<file path="src/rtl/synctimer_pkg.sv">
// Shared types and encodings for the sync-timer subsystem.
// The adjust-sign encoding is common to the adjust driver and the local timer.
package synctimer_pkg;

  localparam int unsigned SYNCTIME_WIDTH = 64;

  typedef logic [SYNCTIME_WIDTH-1:0] synctime_t;

  localparam logic ADJ_SIGN_PLUS  = 1'b0;
  localparam logic ADJ_SIGN_MINUS = 1'b1;

endpackage

</file>
<file path="src/rtl/synctimer_local_timer_if.sv">
// Set/adjust bus of the local timer.
// The adjust driver or sync master is the master; the timer is the slave.
interface synctimer_local_timer_if #(
  parameter int unsigned TIMER_WIDTH = 64,
  parameter int unsigned COUNT_WIDTH = 16
);
  logic [TIMER_WIDTH-1:0] set_time;
  logic                   set_valid;
  logic                   adjust_sign;
  logic                   adjust_valid;
  logic                   adjust_ready;
  logic [TIMER_WIDTH-1:0] current_time;
  logic [COUNT_WIDTH-1:0] adj_plus_count;
  logic [COUNT_WIDTH-1:0] adj_minus_count;

  modport master (
    output set_time, set_valid, adjust_sign, adjust_valid,
    input  adjust_ready, current_time, adj_plus_count, adj_minus_count
  );

  modport slave (
    input  set_time, set_valid, adjust_sign, adjust_valid,
    output adjust_ready, current_time, adj_plus_count, adj_minus_count
  );
endinterface

</file>
<file path="src/rtl/synctimer_frac_step.sv">
// Fractional step accumulator: adds NUMERATOR % DENOMINATOR each cycle and
// raises a combinational carry whenever the accumulator passes DENOMINATOR.
module synctimer_frac_step #(
  parameter int unsigned NUMERATOR   = 10,
  parameter int unsigned DENOMINATOR = 3,
  parameter int unsigned ACC_WIDTH   = $clog2(DENOMINATOR) + 1
) (
  input  logic                 clk,
  input  logic                 reset,
  input  logic                 i_clear,
  output logic [ACC_WIDTH-1:0] o_acc,
  output logic                 o_carry
);
  localparam int unsigned FRAC = NUMERATOR % DENOMINATOR;
  localparam int unsigned SW   = ACC_WIDTH + 1;

  logic [ACC_WIDTH-1:0] r_acc;
  logic [SW-1:0]        w_sum;
  logic [SW-1:0]        w_acc_nxt;

  always_comb begin
    w_sum     = {1'b0, r_acc} + SW'(FRAC);
    o_carry   = (w_sum >= SW'(DENOMINATOR));
    w_acc_nxt = o_carry ? (w_sum - SW'(DENOMINATOR)) : w_sum;
  end

  always_ff @(posedge clk) begin
    if (reset || i_clear) begin
      r_acc <= '0;
    end else begin
      r_acc <= ACC_WIDTH'(w_acc_nxt);
    end
  end

  assign o_acc = r_acc;
endmodule

</file>
<file path="src/rtl/synctimer_local_timer.sv">
// Local time-of-day counter advancing NUMERATOR/DENOMINATOR units per clock,
// with +/-1 adjusts and absolute set. Optional stats: SYNCTIMER_LOCAL_TIMER_ADJ_STATS_EN.
module synctimer_local_timer
  import synctimer_pkg::*;
#(
  parameter int unsigned TIMER_WIDTH = 64,
  parameter int unsigned NUMERATOR   = 10,
  parameter int unsigned DENOMINATOR = 3,
  parameter int unsigned ADJ_HOLDOFF = 3,
  parameter int unsigned COUNT_WIDTH = 16
) (
  input logic                     clk,
  input logic                     reset,
  synctimer_local_timer_if.slave  io_tmr
);
  localparam int unsigned ACC_WIDTH = $clog2(DENOMINATOR) + 1;
  localparam int unsigned HW        = (ADJ_HOLDOFF > 1) ? $clog2(ADJ_HOLDOFF) : 1;
  localparam logic [TIMER_WIDTH-1:0] INC = TIMER_WIDTH'(NUMERATOR / DENOMINATOR);
  localparam logic [HW-1:0] HOLD_INIT = HW'((ADJ_HOLDOFF == 0) ? 0 : ADJ_HOLDOFF - 1);

  logic [TIMER_WIDTH-1:0] r_time;
  logic [TIMER_WIDTH-1:0] w_time_nxt;
  logic [TIMER_WIDTH-1:0] w_adj;
  logic                   r_ready;
  logic                   w_ready_nxt;
  logic [HW-1:0]          r_holdoff;
  logic [HW-1:0]          w_holdoff_nxt;
  logic                   w_accept;
  logic                   w_carry;
  logic [ACC_WIDTH-1:0]   w_acc;

  synctimer_frac_step #(
    .NUMERATOR   (NUMERATOR),
    .DENOMINATOR (DENOMINATOR),
    .ACC_WIDTH   (ACC_WIDTH)
  ) u_frac_step (
    .clk     (clk),
    .reset   (reset),
    .i_clear (io_tmr.set_valid),
    .o_acc   (w_acc),
    .o_carry (w_carry)
  );

  always_comb begin
    w_accept      = io_tmr.adjust_valid && r_ready;
    w_adj         = '0;
    w_ready_nxt   = r_ready;
    w_holdoff_nxt = r_holdoff;
    if (w_accept) begin
      w_adj = (io_tmr.adjust_sign == ADJ_SIGN_MINUS) ? '1 : TIMER_WIDTH'(1);
    end
    w_time_nxt = r_time + INC + TIMER_WIDTH'(w_carry) + w_adj;
    // Set overrides everything, including an adjust accepted in the same cycle.
    if (io_tmr.set_valid) begin
      w_time_nxt    = io_tmr.set_time;
      w_ready_nxt   = 1'b1;
      w_holdoff_nxt = '0;
    end else if (w_accept && (ADJ_HOLDOFF > 0)) begin
      w_ready_nxt   = 1'b0;
      w_holdoff_nxt = HOLD_INIT;
    end else if (!r_ready) begin
      if (r_holdoff != '0) begin
        w_holdoff_nxt = r_holdoff - HW'(1);
      end else begin
        w_ready_nxt = 1'b1;
      end
    end
  end

  always_ff @(posedge clk) begin
    if (reset) begin
      r_time    <= '0;
      r_ready   <= 1'b0;
      r_holdoff <= '0;
    end else begin
      r_time    <= w_time_nxt;
      r_ready   <= w_ready_nxt;
      r_holdoff <= w_holdoff_nxt;
    end
  end

  assign io_tmr.current_time = r_time;
  assign io_tmr.adjust_ready = r_ready;

`ifdef SYNCTIMER_LOCAL_TIMER_ADJ_STATS_EN
  logic [COUNT_WIDTH-1:0] r_plus_cnt;
  logic [COUNT_WIDTH-1:0] r_minus_cnt;

  always_ff @(posedge clk) begin
    if (reset || io_tmr.set_valid) begin
      r_plus_cnt  <= '0;
      r_minus_cnt <= '0;
    end else if (w_accept) begin
      if (io_tmr.adjust_sign == ADJ_SIGN_PLUS) begin
        if (r_plus_cnt != '1) r_plus_cnt <= r_plus_cnt + COUNT_WIDTH'(1);
      end else begin
        if (r_minus_cnt != '1) r_minus_cnt <= r_minus_cnt + COUNT_WIDTH'(1);
      end
    end
  end

  assign io_tmr.adj_plus_count  = r_plus_cnt;
  assign io_tmr.adj_minus_count = r_minus_cnt;
`else
  assign io_tmr.adj_plus_count  = '0;
  assign io_tmr.adj_minus_count = '0;
`endif

  a_acc_range: assert property (@(posedge clk) disable iff (reset)
    w_acc < ACC_WIDTH'(DENOMINATOR));
endmodule

</file>
<file path="src/flat_wrapper.sv">
// flat-port wrapper written by rule: the top's interface ports become plain ports
module synctimer_local_timer_flat import synctimer_pkg::*;
#(
  parameter int unsigned TIMER_WIDTH = 64,
  parameter int unsigned NUMERATOR   = 10,
  parameter int unsigned DENOMINATOR = 3,
  parameter int unsigned ADJ_HOLDOFF = 3,
  parameter int unsigned COUNT_WIDTH = 16
)
  (clk, reset, io_tmr_set_time, io_tmr_set_valid, io_tmr_adjust_sign, io_tmr_adjust_valid, io_tmr_adjust_ready, io_tmr_current_time, io_tmr_adj_plus_count, io_tmr_adj_minus_count);
  synctimer_local_timer_if #(.TIMER_WIDTH(TIMER_WIDTH), .COUNT_WIDTH(COUNT_WIDTH)) io_tmr_i ();
  input logic clk;
  input logic reset;
  input wire logic [$bits(io_tmr_i.set_time)-1:0] io_tmr_set_time;
  input wire logic [$bits(io_tmr_i.set_valid)-1:0] io_tmr_set_valid;
  input wire logic [$bits(io_tmr_i.adjust_sign)-1:0] io_tmr_adjust_sign;
  input wire logic [$bits(io_tmr_i.adjust_valid)-1:0] io_tmr_adjust_valid;
  output wire logic [$bits(io_tmr_i.adjust_ready)-1:0] io_tmr_adjust_ready;
  output wire logic [$bits(io_tmr_i.current_time)-1:0] io_tmr_current_time;
  output wire logic [$bits(io_tmr_i.adj_plus_count)-1:0] io_tmr_adj_plus_count;
  output wire logic [$bits(io_tmr_i.adj_minus_count)-1:0] io_tmr_adj_minus_count;
  assign io_tmr_i.set_time = io_tmr_set_time;
  assign io_tmr_i.set_valid = io_tmr_set_valid;
  assign io_tmr_i.adjust_sign = io_tmr_adjust_sign;
  assign io_tmr_i.adjust_valid = io_tmr_adjust_valid;
  assign io_tmr_adjust_ready = io_tmr_i.adjust_ready;
  assign io_tmr_current_time = io_tmr_i.current_time;
  assign io_tmr_adj_plus_count = io_tmr_i.adj_plus_count;
  assign io_tmr_adj_minus_count = io_tmr_i.adj_minus_count;
  synctimer_local_timer #(.TIMER_WIDTH(TIMER_WIDTH), .NUMERATOR(NUMERATOR), .DENOMINATOR(DENOMINATOR), .ADJ_HOLDOFF(ADJ_HOLDOFF), .COUNT_WIDTH(COUNT_WIDTH)) u_core (.clk(clk), .reset(reset), .io_tmr(io_tmr_i));
endmodule
</file>
<file path="config.mk">
export PLATFORM = sky130hd
export DESIGN_NAME = synctimer_local_timer_flat
export DESIGN_NICKNAME = d
export VERILOG_FILES = /design/src/rtl/synctimer_pkg.sv /design/src/rtl/synctimer_local_timer_if.sv /design/src/rtl/synctimer_frac_step.sv /design/src/rtl/synctimer_local_timer.sv /design/src/flat_wrapper.sv
export SDC_FILE = /design/constraint.sdc
export NUM_CORES = 1
export LEC_CHECK = 0
export BUFFER_PORTS_ARGS = -buffer_cell sky130_fd_sc_hd__buf_2
export CAP_MARGIN = 20
export CORE_UTILIZATION = 56
export DETAILED_ROUTE_END_ITERATION = 10
export PLACE_DENSITY = 0.92
export SYNTH_ARGS = -nofsm -noshare
export SYNTH_HDL_FRONTEND = slang
export SYNTH_SLANG_ARGS = --single-unit
</file>
<file path="constraint.sdc">
create_clock -name clk -period 6.5 [get_ports clk]
set_clock_uncertainty 0.05 [all_clocks]
set_input_delay 0.65 -clock clk [delete_from_list [all_inputs] [get_ports clk]]
set_output_delay 0.65 -clock clk [all_outputs]
set_load 0.02 [all_outputs]
</file>
==> results of run 1 <==
-- registers in the layout (all words and copies together) (netlist names) --
| name | count |
|---|---|
| u_core.io_tmr.current_time | 64 |
| u_core.u_frac_step.o_acc | 3 |
| u_core.r_holdoff | 2 |
| u_core.io_tmr.adjust_ready | 1 |
-- per-layer routing --
metal	GRT usage	wire, um	up-vias
li1	-	-	3642
met1	0.378	8740	3456
met2	0.492	9120	327
met3	0.0529	1440	42
met4	0.121	500	0
met5	0	0	-
-- synthesized netlist by cell type, types with 3 or more instances --
cell | count | area [sq um]
xnor2_1 | 36 | 315
buf_1 | 7 | 26.3
a41oi_1 | 4 | 35.0
a21o_2 | 3 | 26.3
a211oi_1 | 10 | 75.1
and2_1 | 9 | 56.3
a311o_1 | 5 | 50.1
o211ai_1 | 8 | 60.1
and3_1 | 7 | 43.8
nor3b_1 | 4 | 30.0
ha_1 | 127 | 1590
o31ai_1 | 5 | 37.5
a21oi_1 | 104 | 521
a31oi_1 | 12 | 75.1
o21ai_0 | 49 | 245
a21o_1 | 42 | 315
nor3_1 | 17 | 85.1
buf_4 | 32 | 240
o221ai_1 | 4 | 35.0
or3_1 | 3 | 18.8
o21a_1 | 9 | 67.6
dfxtp_1 | 70 | 1400
nand2_1 | 109 | 409
nor2b_1 | 6 | 37.5
nand3_1 | 15 | 75.1
inv_1 | 19 | 71.3
nor2_1 | 82 | 308
nand4_1 | 18 | 113
clkbuf_1 | 34 | 128
xor2_1 | 16 | 140
and4_1 | 4 | 35.0
o22ai_1 | 10 | 62.6
a22oi_1 | 3 | 22.5
o21bai_1 | 9 | 67.6
nor4_1 | 3 | 18.8
mux2i_1 | 7 | 70.1
o211a_1 | 4 | 40.0
-- power by group --
group / switching [mW] / total, mW / internal, mW
clock network: 0.204 / 0.578 / 0.374
logic: 0.297 / 0.473 / 0.176
registers: 0.0244 / 0.489 / 0.464
-- critical path: cells and delay by family (launching register included) --
family,cells,cell delay [ns]
muxes,1,0.37
buffers and inverters,3,0.90
AOI/OAI and AO/OA,8,1.94
adders and majority gates,2,0.71
and+or+nand+nor,2,0.18
DFF,1,0.39
-- through the flow --
step / power (mW) / util / area (sq um) / std cells / hold WS (ns)
2_1_floorplan: 0.849 / - / 7430 / 980 / 0.417
3_3_place_gp: 0.947 / 0.627 / 7950 / 1215 / 0.428
3_5_place_dp: 0.961 / 0.627 / 7950 / 1215 / 0.441
4_1_cts: 1.54 / 0.654 / 8290 / 1231 / 0.446
5_1_grt: 1.62 / 0.654 / 8290 / 1231 / 0.476
6_report: 1.54 / 0.654 / 8290 / 1231 / 0.449
-- kinds of logic (layout without fill, tap and decap cells) --
kind of cell,count (synthesis),after routing,synth area share
other,1,32,0.000512
XOR/XNOR,52,52,0.0622
multiplexers,8,8,0.0111
adder cells (fa/ha/maj),128,128,0.220
AND/OR/NAND/NOR,290,290,0.182
AO/OA/AOI/OAI,305,305,0.268
flip-flops,70,70,0.191
buffers and inverters,95,174,0.0655
-- final cells by class --
type,count,area [sq um]
Clock buffer,10,229
Multi-Input combinational cell,815,5550
Fill cell,1075,4380
Tap cell,172,215
Inverter,20,75.1
Timing Repair Buffer,138,703
Clock inverter,6,110
Sequential cell,70,1400
-- final timing paths --
kind,to,slack (ns),depth (start not counted)
setup / recovery,u_core.io_tmr.current_time[56],1.83,16
setup reg to reg,u_core.io_tmr.current_time[56],1.83,16
hold reg to reg,u_core.r_holdoff[1],0.45,2
hold / removal,u_core.r_holdoff[1],0.45,2
==> impl_metrics.json, run 1 <==
{
  "die_y_um": 116,
  "wl_um": 19800,
  "diodes": 0,
  "drive_above_1_share": 0.160,
  "finalHoldViolations": 0,
  "wl_per_cell_um": 16.1,
  "grt_pass1_wl_um": 31500,
  "hold_class": "reg -> reg",
  "drtPass1Iterations": 7,
  "cts_max_level": 3,
  "drtAntennaViolNets": 0,
  "yosysSeqAreaShare": 0.191,
  "synth_seq_cells": 70,
  "max_slew_margin": 0.412,
  "async_flop_share": 0,
  "vias_per_cell": 6.07,
  "row_count": 41,
  "clkSlewWorstSetupHoldPaths_ns": 0.06,
  "drt_iter0_markers": 548,
  "place_hpwl_um": 14700,
  "num_vias": 7467,
  "most-common-layout-cells": "133 x buf_2, 127 x ha_1, 109 x nand2_1, 104 x a21oi_1, 82 x nor2_1",
  "max_clock_freq_ghz": 0.214,
  "antenna_found_initial": 0,
  "tightest_slew_ns": 0.880,
  "peakVddDrop_v": 0.000125,
  "dieWidth_um": 116,
  "area_growth_pct": 13.3,
  "crit_type": "reg -> reg",
  "grt_setup_unrepaired": "no",
  "cp_cell_sequence": "nand2_1 -> inv_1 -> nand2_1 -> inv_2 -> buf_4 -> ha_1 -> ha_1 -> a21oi_1 -> o211a_1 -> o22ai_1 -> a211oi_2 -> a21oi_2 -> a311o_1 -> a41oi_1 -> mux2_2 -> a311o_1",
  "syn_area_per_cell_sq_um": 7.71,
  "cp.required_ns": 6.70,
  "synthDistinctLibCells": 65,
  "fin_setup_tns_ns": 0,
  "fin_crit_ns": 4.67,
  "numCtsBuffers": 9,
  "crit_slowest_cell": "inv_2",
  "period_share": 0.719,
  "leakagePower_nw": 4.32,
  "clockBufferDepth": 2,
  "clk_latency_ns": 0.36,
  "port_buffers": 133,
  "synthCells": 949,
  "startpoint": "u_core.io_tmr.adjust_ready",
  "grt_overflow_total": 0,
  "synth_edf_count": 0,
  "synth_top_flop_cell": "dfxtp_1",
  "cp_max_fo": 27,
  "cts_root_buf": "clkbuf_16",
  "hp-start": "u_core.r_holdoff[1]",
  "nNetsFinal": 1251,
  "final.setup.worst_slack_ns": 1.83,
  "cts_tree": "yes",
  "pre_cts_slack_ns": 1.57,
  "status": "finished clean",
  "final_common_cell": "buf_2",
  "dieArea_sq_um": 13500,
  "place_congestion": 0.935,
  "crit_path_end_kind": "flip-flop",
  "clock-sinks": 70,
  "pin_count": 166,
  "cp-start-kind": "flip-flop",
  "drc": 0,
  "cts_hold_buf": 0,
  "rr_startpoint": "u_core.io_tmr.adjust_ready",
  "final-max-slew-violation-count": 0,
  "max_stage_delay_ns": 0.43,
  "cts_resized": 0,
  "grt_max_degree": 81,
  "start_util": 0.578,
  "synth_warnings": 0,
  "grt_pass1_vias": 6800,
  "netlist_area_sq_um": 7320,
  "crit_arrival_ns": 4.87,
  "maxCapViolCount": 0,
  "core_sq_um": 12700,
  "p_per_area_nw_per_um2": 186,
  "final-setup-viol-count": 0,
  "grt.total_usage": 0.296,
  "post-cts-setup-buffers": 0
}
No activity file was read; power rests on OpenSTA's default activity.
==> run 2, diff against run 1 <==
--- a/config.mk
+++ b/config.mk
@@ -5,11 +5,12 @@
 export SDC_FILE = /design/constraint.sdc
 export NUM_CORES = 1
 export LEC_CHECK = 0
+export ABC_AREA = 1
 export BUFFER_PORTS_ARGS = -buffer_cell sky130_fd_sc_hd__buf_2
 export CAP_MARGIN = 20
-export CORE_UTILIZATION = 56
+export CORE_UTILIZATION = 53
 export DETAILED_ROUTE_END_ITERATION = 10
-export PLACE_DENSITY = 0.92
+export PLACE_DENSITY = 0.89
 export SYNTH_ARGS = -nofsm -noshare
 export SYNTH_HDL_FRONTEND = slang
 export SYNTH_SLANG_ARGS = --single-unit
==> constraint.sdc (replaced) <==
create_clock -name clk -period 3.95 [get_ports clk]
set_clock_uncertainty 0.05 [all_clocks]
set_input_delay 0.395 -clock clk [delete_from_list [all_inputs] [get_ports clk]]
set_output_delay 0.395 -clock clk [all_outputs]
set_load 0.02 [all_outputs]
==> run 2 against run 1 <==
Via count grew 41%. Sequential cell count is the same. Largest power group is now combinational logic. Synthesized cell count grew 82%.
==> impl_metrics.json, run 2 <==
{
  "diodes": 0,
  "hold_class": "in -> reg",
  "combPwrFrac": 0.391,
  "die_y_um": 137,
  "synth_top_flop_cell": "dfxtp_1",
  "synth_warnings": 0,
  "cts_resized": 0,
  "async_flop_share": 0,
  "yosysSeqAreaShare": 0.145,
  "grt_overflow_total": 0,
  "ys_top_cells_by_area": "nand2_1 26%, ha_1 16%, dfxtp_1 15%",
  "netlist_area_sq_um": 9630,
  "min_to": "u_core.io_tmr.current_time[22]",
  "pin_count": 166,
  "p_per_area_nw_per_um2": 256,
  "maxCapViolCount": 0,
  "syn_area_per_cell_sq_um": 5.58,
  "synth_edf_count": 0,
  "crit_arrival_ns": 3.70,
  "cts_tree": "yes",
  "drtPass1Iterations": 5,
  "clkSlewWorstSetupHoldPaths_ns": 0.06,
  "core_sq_um": 17500,
  "final-max-slew-violation-count": 0,
  "drt_iter0_markers": 862,
  "fin_setup_tns_ns": 0,
  "grt_pass1_vias": 9527,
  "regArea_sq_um": 1400,
  "dieArea_sq_um": 18700,
  "grt_setup_unrepaired": "no",
  "period_share": 0.885,
  "vias_per_cell": 5.03,
  "cp.required_ns": 4.15,
  "clock-sinks": 70,
  "dieWidth_um": 137,
  "crit_path_end_kind": "flip-flop",
  "start_util": 0.549,
  "antenna_found_initial": 0,
  "dp.cells": 2071,
  "synthDistinctLibCells": 33,
  "yosysMostFrequentCell": "nand2_1",
  "tightest_slew_ns": 0.823,
  "place_congestion": 0.982,
  "yosysTopAreaCell": "nand2_1",
  "switchingPower_mw": 1.12,
  "rrSetupSlack_ns": 0.45,
  "met3_length_um": 2530,
  "synth_seq_cells": 70,
  "max_slew_margin": 0.448,
  "nNetsFinal": 2054,
  "port_buffers": 133,
  "grt_max_degree": 40,
  "drtAntennaViolNets": 0,
  "power_switching_share": 0.407,
  "yosys.area.top_type_share": 0.263,
  "crit_type": "reg -> reg",
  "cts_hold_buf": 0,
  "cp_max_fo": 4,
  "cts_root_buf": "clkbuf_16",
  "p_int_mw": 1.63,
  "clockBufferDepth": 2,
  "wl_per_cell_um": 15.0,
  "place_hpwl_um": 26200,
  "final_common_cell": "nand2_1",
  "final-setup-viol-count": 0,
  "max_clock_freq_ghz": 0.286,
  "row_count": 48,
  "multiInputGateArea_sq_um": 6610,
  "wl_met2_um": 13400,
  "reg2reg_to": "u_core.io_tmr.current_time[54]",
  "wl_um": 31200,
  "fin_cells": 2087,
  "synthCells": 1727,
  "status": "finished clean",
  "num_vias": 10500,
  "grt.total_usage": 0.344,
  "fillers": 1798,
  "power_frac_seq": 0.303,
  "numCtsBuffers": 9,
  "finalHoldViolations": 0,
  "peakVddDrop_v": 0.000230,
  "hp-start": "io_tmr_set_time[22]",
  "rr_startpoint": "u_core.u_frac_step.o_acc[0]",
  "synth_commonest_cells": "674 x nand2_1, 363 x inv_1, 127 x ha_1",
  "most-common-layout-cells": "674 x nand2_1, 361 x inv_1, 133 x buf_2, 127 x ha_1, 112 x nor2_1",
  "hold_path_depth": 3,
  "post-cts-setup-buffers": 0,
  "grt_pass1_wl_um": 48500,
  "leakagePower_nw": 7.12,
  "cts_max_level": 3,
  "p_clk_frac": 0.306,
  "area_growth_pct": 11.5,
  "fin_crit_ns": 3.50,
  "largest_reg_flops": 64,
  "highest_layer": "met4",
  "cp-start-kind": "flip-flop",
  "drt-met1-wl_um": 14500,
  "clk_latency_ns": 0.35,
  "drc": 0,
  "r2r_cells": 20,
  "drive_above_1_share": 0.133
}
-- run 2: changes by cell type after synthesis, moves of 10 or more --
cell | before | now
a21o_1 | 42 | 0
inv_2 | 0 | 10
a31oi_1 | 12 | 2
xnor2_1 | 36 | 11
o22ai_1 | 10 | 0
o21ai_0 | 49 | 38
nand2_2 | 0 | 32
nor2_1 | 82 | 112
nand2_1 | 109 | 674
a21oi_1 | 104 | 57
clkbuf_1 | 34 | 15
nor2_2 | 0 | 24
nand3_1 | 15 | 71
inv_1 | 19 | 363
-- run 2: metal layers --
metal | vias to the layer above | GRT usage
met2 | 429 | 0.544
met1 | 4635 | 0.477
met5 | - | 0
li1 | 5390 | -
met4 | 0 | 0.113
met3 | 43 | 0.0500
-- run 2: worst max-delay path: stages (launching register included) --
cell and delay (ns):
dfxtp_1 0.38, ha_1 0.19, xor2_1 0.19, nor2_1 0.08, nand2_1 0.12, or2_2 0.16, nand2_1 0.06, ha_1 0.23
fa_1 0.44, nand3_1 0.11, nand3_2 0.17, nand2_1 0.10, nand2_1 0.17, nand2_1 0.14, nand3_2 0.20, nand2_1 0.26
nand3_1 0.11, nand2_1 0.07, nand3_1 0.06, nand2_1 0.06, inv_1 0.03
-- run 2: metrics by stage --
stage / instance area (sq um) / worst slack (ns) / power, mW / hold WS, ns / util
3_5_place_dp: 10500 / 0.507 / 1.91 / 0.426 / 0.596
4_1_cts: 10700 / 0.513 / 2.76 / 0.208 / 0.613
5_1_grt: 10700 / 0.235 / 2.93 / 0.233 / 0.613
2_1_floorplan: 9750 / 0.265 / 1.62 / 0.400 / -
6_report: 10700 / 0.453 / 2.75 / 0.221 / 0.613
3_3_place_gp: 10500 / 0.513 / 1.88 / 0.413 / 0.596
-- run 2: worst max-delay path by stage --
stage | startpoint | to
2_1_floorplan | u_core.io_tmr.adjust_ready | u_core.io_tmr.current_time[59]
3_3_place_gp | io_tmr_adjust_valid | u_core.io_tmr.current_time[60]
3_5_place_dp | io_tmr_adjust_valid | u_core.io_tmr.current_time[60]
4_1_cts | u_core.u_frac_step.o_acc[0] | u_core.io_tmr.current_time[60]
5_1_grt | u_core.u_frac_step.o_acc[0] | u_core.io_tmr.current_time[60]
6_report | u_core.u_frac_step.o_acc[0] | u_core.io_tmr.current_time[54]
-- run 2: cells by family (layout without fill, tap and decap cells) --
logic type                 count (synthesis)  in the layout  share of synthesized area
AOI/OAI and AO/OA                        109            109                     0.0595
xor gates and xnor gates                  33             33                     0.0300
adders and majority gates                128            128                      0.167
buffers and inverters                    429            533                      0.180
DFF                                       70             70                      0.145
other                                      1             32                   0.000389
and+or+nand+nor                          957            957                      0.418
-- run 2: layout make-up --
cell class	instances	share of cell area
Multi-Input combinational cell	1259	0.616
Inverter	378	0.132
Sequential cell	70	0.130
Timing Repair Buffer	139	0.0685
Tap cell	225	0.0262
Clock buffer	10	0.0213
Clock inverter	6	0.00582
-- run 2: power groups by stage --
stage / clock network, mW / registers, mW / logic, mW
after floorplan: 0 / 0.923 / 0.694
after global placement: 0 / 0.847 / 1.04
after detailed placement: 0 / 0.848 / 1.06
after CTS: 0.856 / 0.833 / 1.07
after global routing: 0.880 / 0.841 / 1.21
final: 0.843 / 0.833 / 1.08
==> run 3, diff against run 2 <==
--- a/config.mk
+++ b/config.mk
@@ -8,9 +8,11 @@
 export ABC_AREA = 1
 export BUFFER_PORTS_ARGS = -buffer_cell sky130_fd_sc_hd__buf_2
 export CAP_MARGIN = 20
-export CORE_UTILIZATION = 53
+export CELL_PAD_IN_SITES_DETAIL_PLACEMENT = 0
+export CELL_PAD_IN_SITES_GLOBAL_PLACEMENT = 1
+export CORE_UTILIZATION = 35
 export DETAILED_ROUTE_END_ITERATION = 10
-export PLACE_DENSITY = 0.89
+export PLACE_DENSITY = 0.88
 export SYNTH_ARGS = -nofsm -noshare
 export SYNTH_HDL_FRONTEND = slang
 export SYNTH_SLANG_ARGS = --single-unit
==> run 3 against run 2 <==
Via count down 3.6%. First-iteration DRC count shrank 28%. Critical path depth is 1 higher. Register-to-register slack improved by 0.02 ns. Maximum frequency increased by 0.59%. Cell area up 1.5%. Sequential power barely moved. Worst setup slack improved by 0.021 ns. Non-clock buffer count is 1 lower. Utilization shrank 21 points. Worst hold slack lost 0.011 ns. Critical path type unchanged.
==> impl_metrics.json, run 3 (synthesis gave the netlist of run 2 again) <==
{
  "drt_iter0_markers": 621,
  "peakVddDrop_v": 0.000171,
  "rrSetupSlack_ns": 0.47,
  "finalHoldViolations": 0,
  "largest_reg_flops": 64,
  "drtPass1Iterations": 5,
  "grt_setup_unrepaired": "no",
  "hold_class": "in -> reg",
  "core_sq_um": 27000,
  "diodes": 0,
  "power_frac_seq": 0.290,
  "grt_max_degree": 62,
  "crit_arrival_ns": 3.69,
  "crit_path_end_kind": "flip-flop",
  "post-cts-setup-buffers": 0,
  "row_count": 60,
  "final_area_sq_um": 10900,
  "numCtsBuffers": 9,
  "most-common-layout-cells": "674 x nand2_1, 361 x inv_1, 133 x buf_2, 127 x ha_1, 112 x nor2_1",
  "fillers": 3059,
  "cts_max_level": 3,
  "grt_overflow_total": 0,
  "fin_cells": 2202,
  "place_hpwl_um": 27600,
  "nNetsFinal": 2053,
  "drc": 0,
  "crit_top_cell": "nand2_1",
  "place_congestion": 1.00,
  "combPwrFrac": 0.375,
  "fin_setup_tns_ns": 0,
  "clkSlewWorstSetupHoldPaths_ns": 0.07,
  "drive_above_1_share": 0.133,
  "cts_root_buf": "clkbuf_16",
  "power_switching_share": 0.401,
  "hold-worst-slack_ns": 0.209,
  "start_util": 0.357,
  "drtAntennaViolNets": 0,
  "p_int_mw": 1.72,
  "cp_cell_sequence": "ha_1 -> xor2_1 -> nor2_1 -> nand2_1 -> or2_2 -> nand2_1 -> ha_1 -> fa_1 -> nand3_1 -> nand3_2 -> nand2_1 -> nand2_1 -> nand2_1 -> nand2_1 -> nand2_1 -> nand2_2 -> nand2_1 -> nand3_1 -> nand3_1 -> nand2_1 -> inv_1",
  "final_core_util": 0.405,
  "p_clk_frac": 0.335,
  "final.setup.worst_slack_ns": 0.474,
  "max_stage_delay_ns": 0.34,
  "max_clock_freq_ghz": 0.288,
  "fin_crit_ns": 3.48,
  "cts_tree": "yes",
  "p_total_mw": 2.87,
  "crit_type": "reg -> reg",
  "crit_buf_inv": 1,
  "clock-sinks": 70,
  "clk_latency_ns": 0.36,
  "dieArea_sq_um": 28200,
  "wl_per_cell_um": 14.9,
  "maxCapViolCount": 0,
  "pin_count": 166,
  "final-max-slew-violation-count": 0,
  "num_vias": 10100,
  "grt_pass1_wl_um": 51400,
  "area_growth_pct": 13.2,
  "clockBufferDepth": 2,
  "status": "finished clean",
  "cp-start-kind": "flip-flop",
  "grt_pass1_vias": 9435,
  "critPathTopFamily": "simple AND/OR/NAND/NOR gates",
  "port_buffers": 133,
  "final-setup-viol-count": 0,
  "cts_resized": 0,
  "crit_slowest_cell": "dfxtp_1",
  "wl_um": 32700,
  "antenna_found_initial": 0,
  "die_y_um": 168,
  "period_share": 0.880,
  "tightest_slew_ns": 0.745,
  "p_per_area_nw_per_um2": 263,
  "grt.total_usage": 0.237,
  "vias_per_cell": 4.59,
  "cp_max_fo": 4,
  "dieWidth_um": 168,
  "dp.cells": 2186,
  "cp.required_ns": 4.16,
  "pre_cts_slack_ns": 0.403,
  "place_area_sq_um": 10600,
  "final_common_cell": "nand2_1",
  "switchingPower_mw": 1.15,
  "max_slew_margin": 0.503,
  "leakagePower_nw": 7.13,
  "cts_hold_buf": 0
}
[run 3: cell count changes in the layout (fill, tap and decap cells not counted)]
cell / previous run / this run
clkbuf_1: 1 / 0
clkinv_2: 3 / 0
bufinv_16: 1 / 2
inv_6: 0 / 1
buf_12: 2 / 1
clkinvlp_4: 0 / 1
clkbuf_8: 0 / 1
inv_2: 12 / 13
clkinv_1: 5 / 4
[run 3: power groups by stage]
stage          clock network, mW  registers (mW)  logic, mW
5_1_grt                     1.01           0.840       1.21
4_1_cts                    0.983           0.832       1.08
3_3_place_gp                   0           0.849       1.06
6_report                   0.962           0.831       1.07
3_5_place_dp                   0           0.848       1.07
2_1_floorplan                  0           0.923      0.694
[run 3: path summary, 6_finish.rpt]
check,from,end,cells after the start
setup / recovery,u_core.u_frac_step.o_acc[0],u_core.io_tmr.current_time[62],21
hold / removal,io_tmr_set_time[24],u_core.io_tmr.current_time[24],3
setup reg to reg,u_core.u_frac_step.o_acc[0],u_core.io_tmr.current_time[62],21
hold reg to reg,u_core.r_holdoff[1],u_core.r_holdoff[1],2
[run 3: worst register-to-register path: stages, from the launching register on]
cell and delay (ns):
dfxtp_1 0.34, ha_1 0.22, xor2_1 0.16, nor2_1 0.13, nand2_1 0.10, or2_2 0.33, nand2_1 0.07, ha_1 0.24
fa_1 0.30, nand3_1 0.11, nand3_2 0.15, nand2_1 0.07, nand2_1 0.16, nand2_1 0.08, nand2_1 0.17, nand2_1 0.12
nand2_2 0.15, nand2_1 0.14, nand3_1 0.11, nand3_1 0.09, nand2_1 0.09, inv_1 0.03
[run 3: cell type report]
cell class | instances | area [sq um] | share of cell area
multi-input combinational | 1259 | 6610 | 0.606
inverter | 378 | 1420 | 0.130
sequential | 70 | 1400 | 0.128
timing repair buffer | 138 | 716 | 0.0656
tap | 341 | 427 | 0.0391
clock buffer | 10 | 239 | 0.0219
clock inverter | 6 | 93.8 | 0.00860
[run 3: routing by layer]
metal  vias to the layer above  track usage  share of wire
met2                       250        0.375           0.43
met3                        24       0.0190          0.047
li1                       5391            -              -
met1                      4451        0.342           0.51
met5                         -            0              0
met4                         0       0.0642          0.017
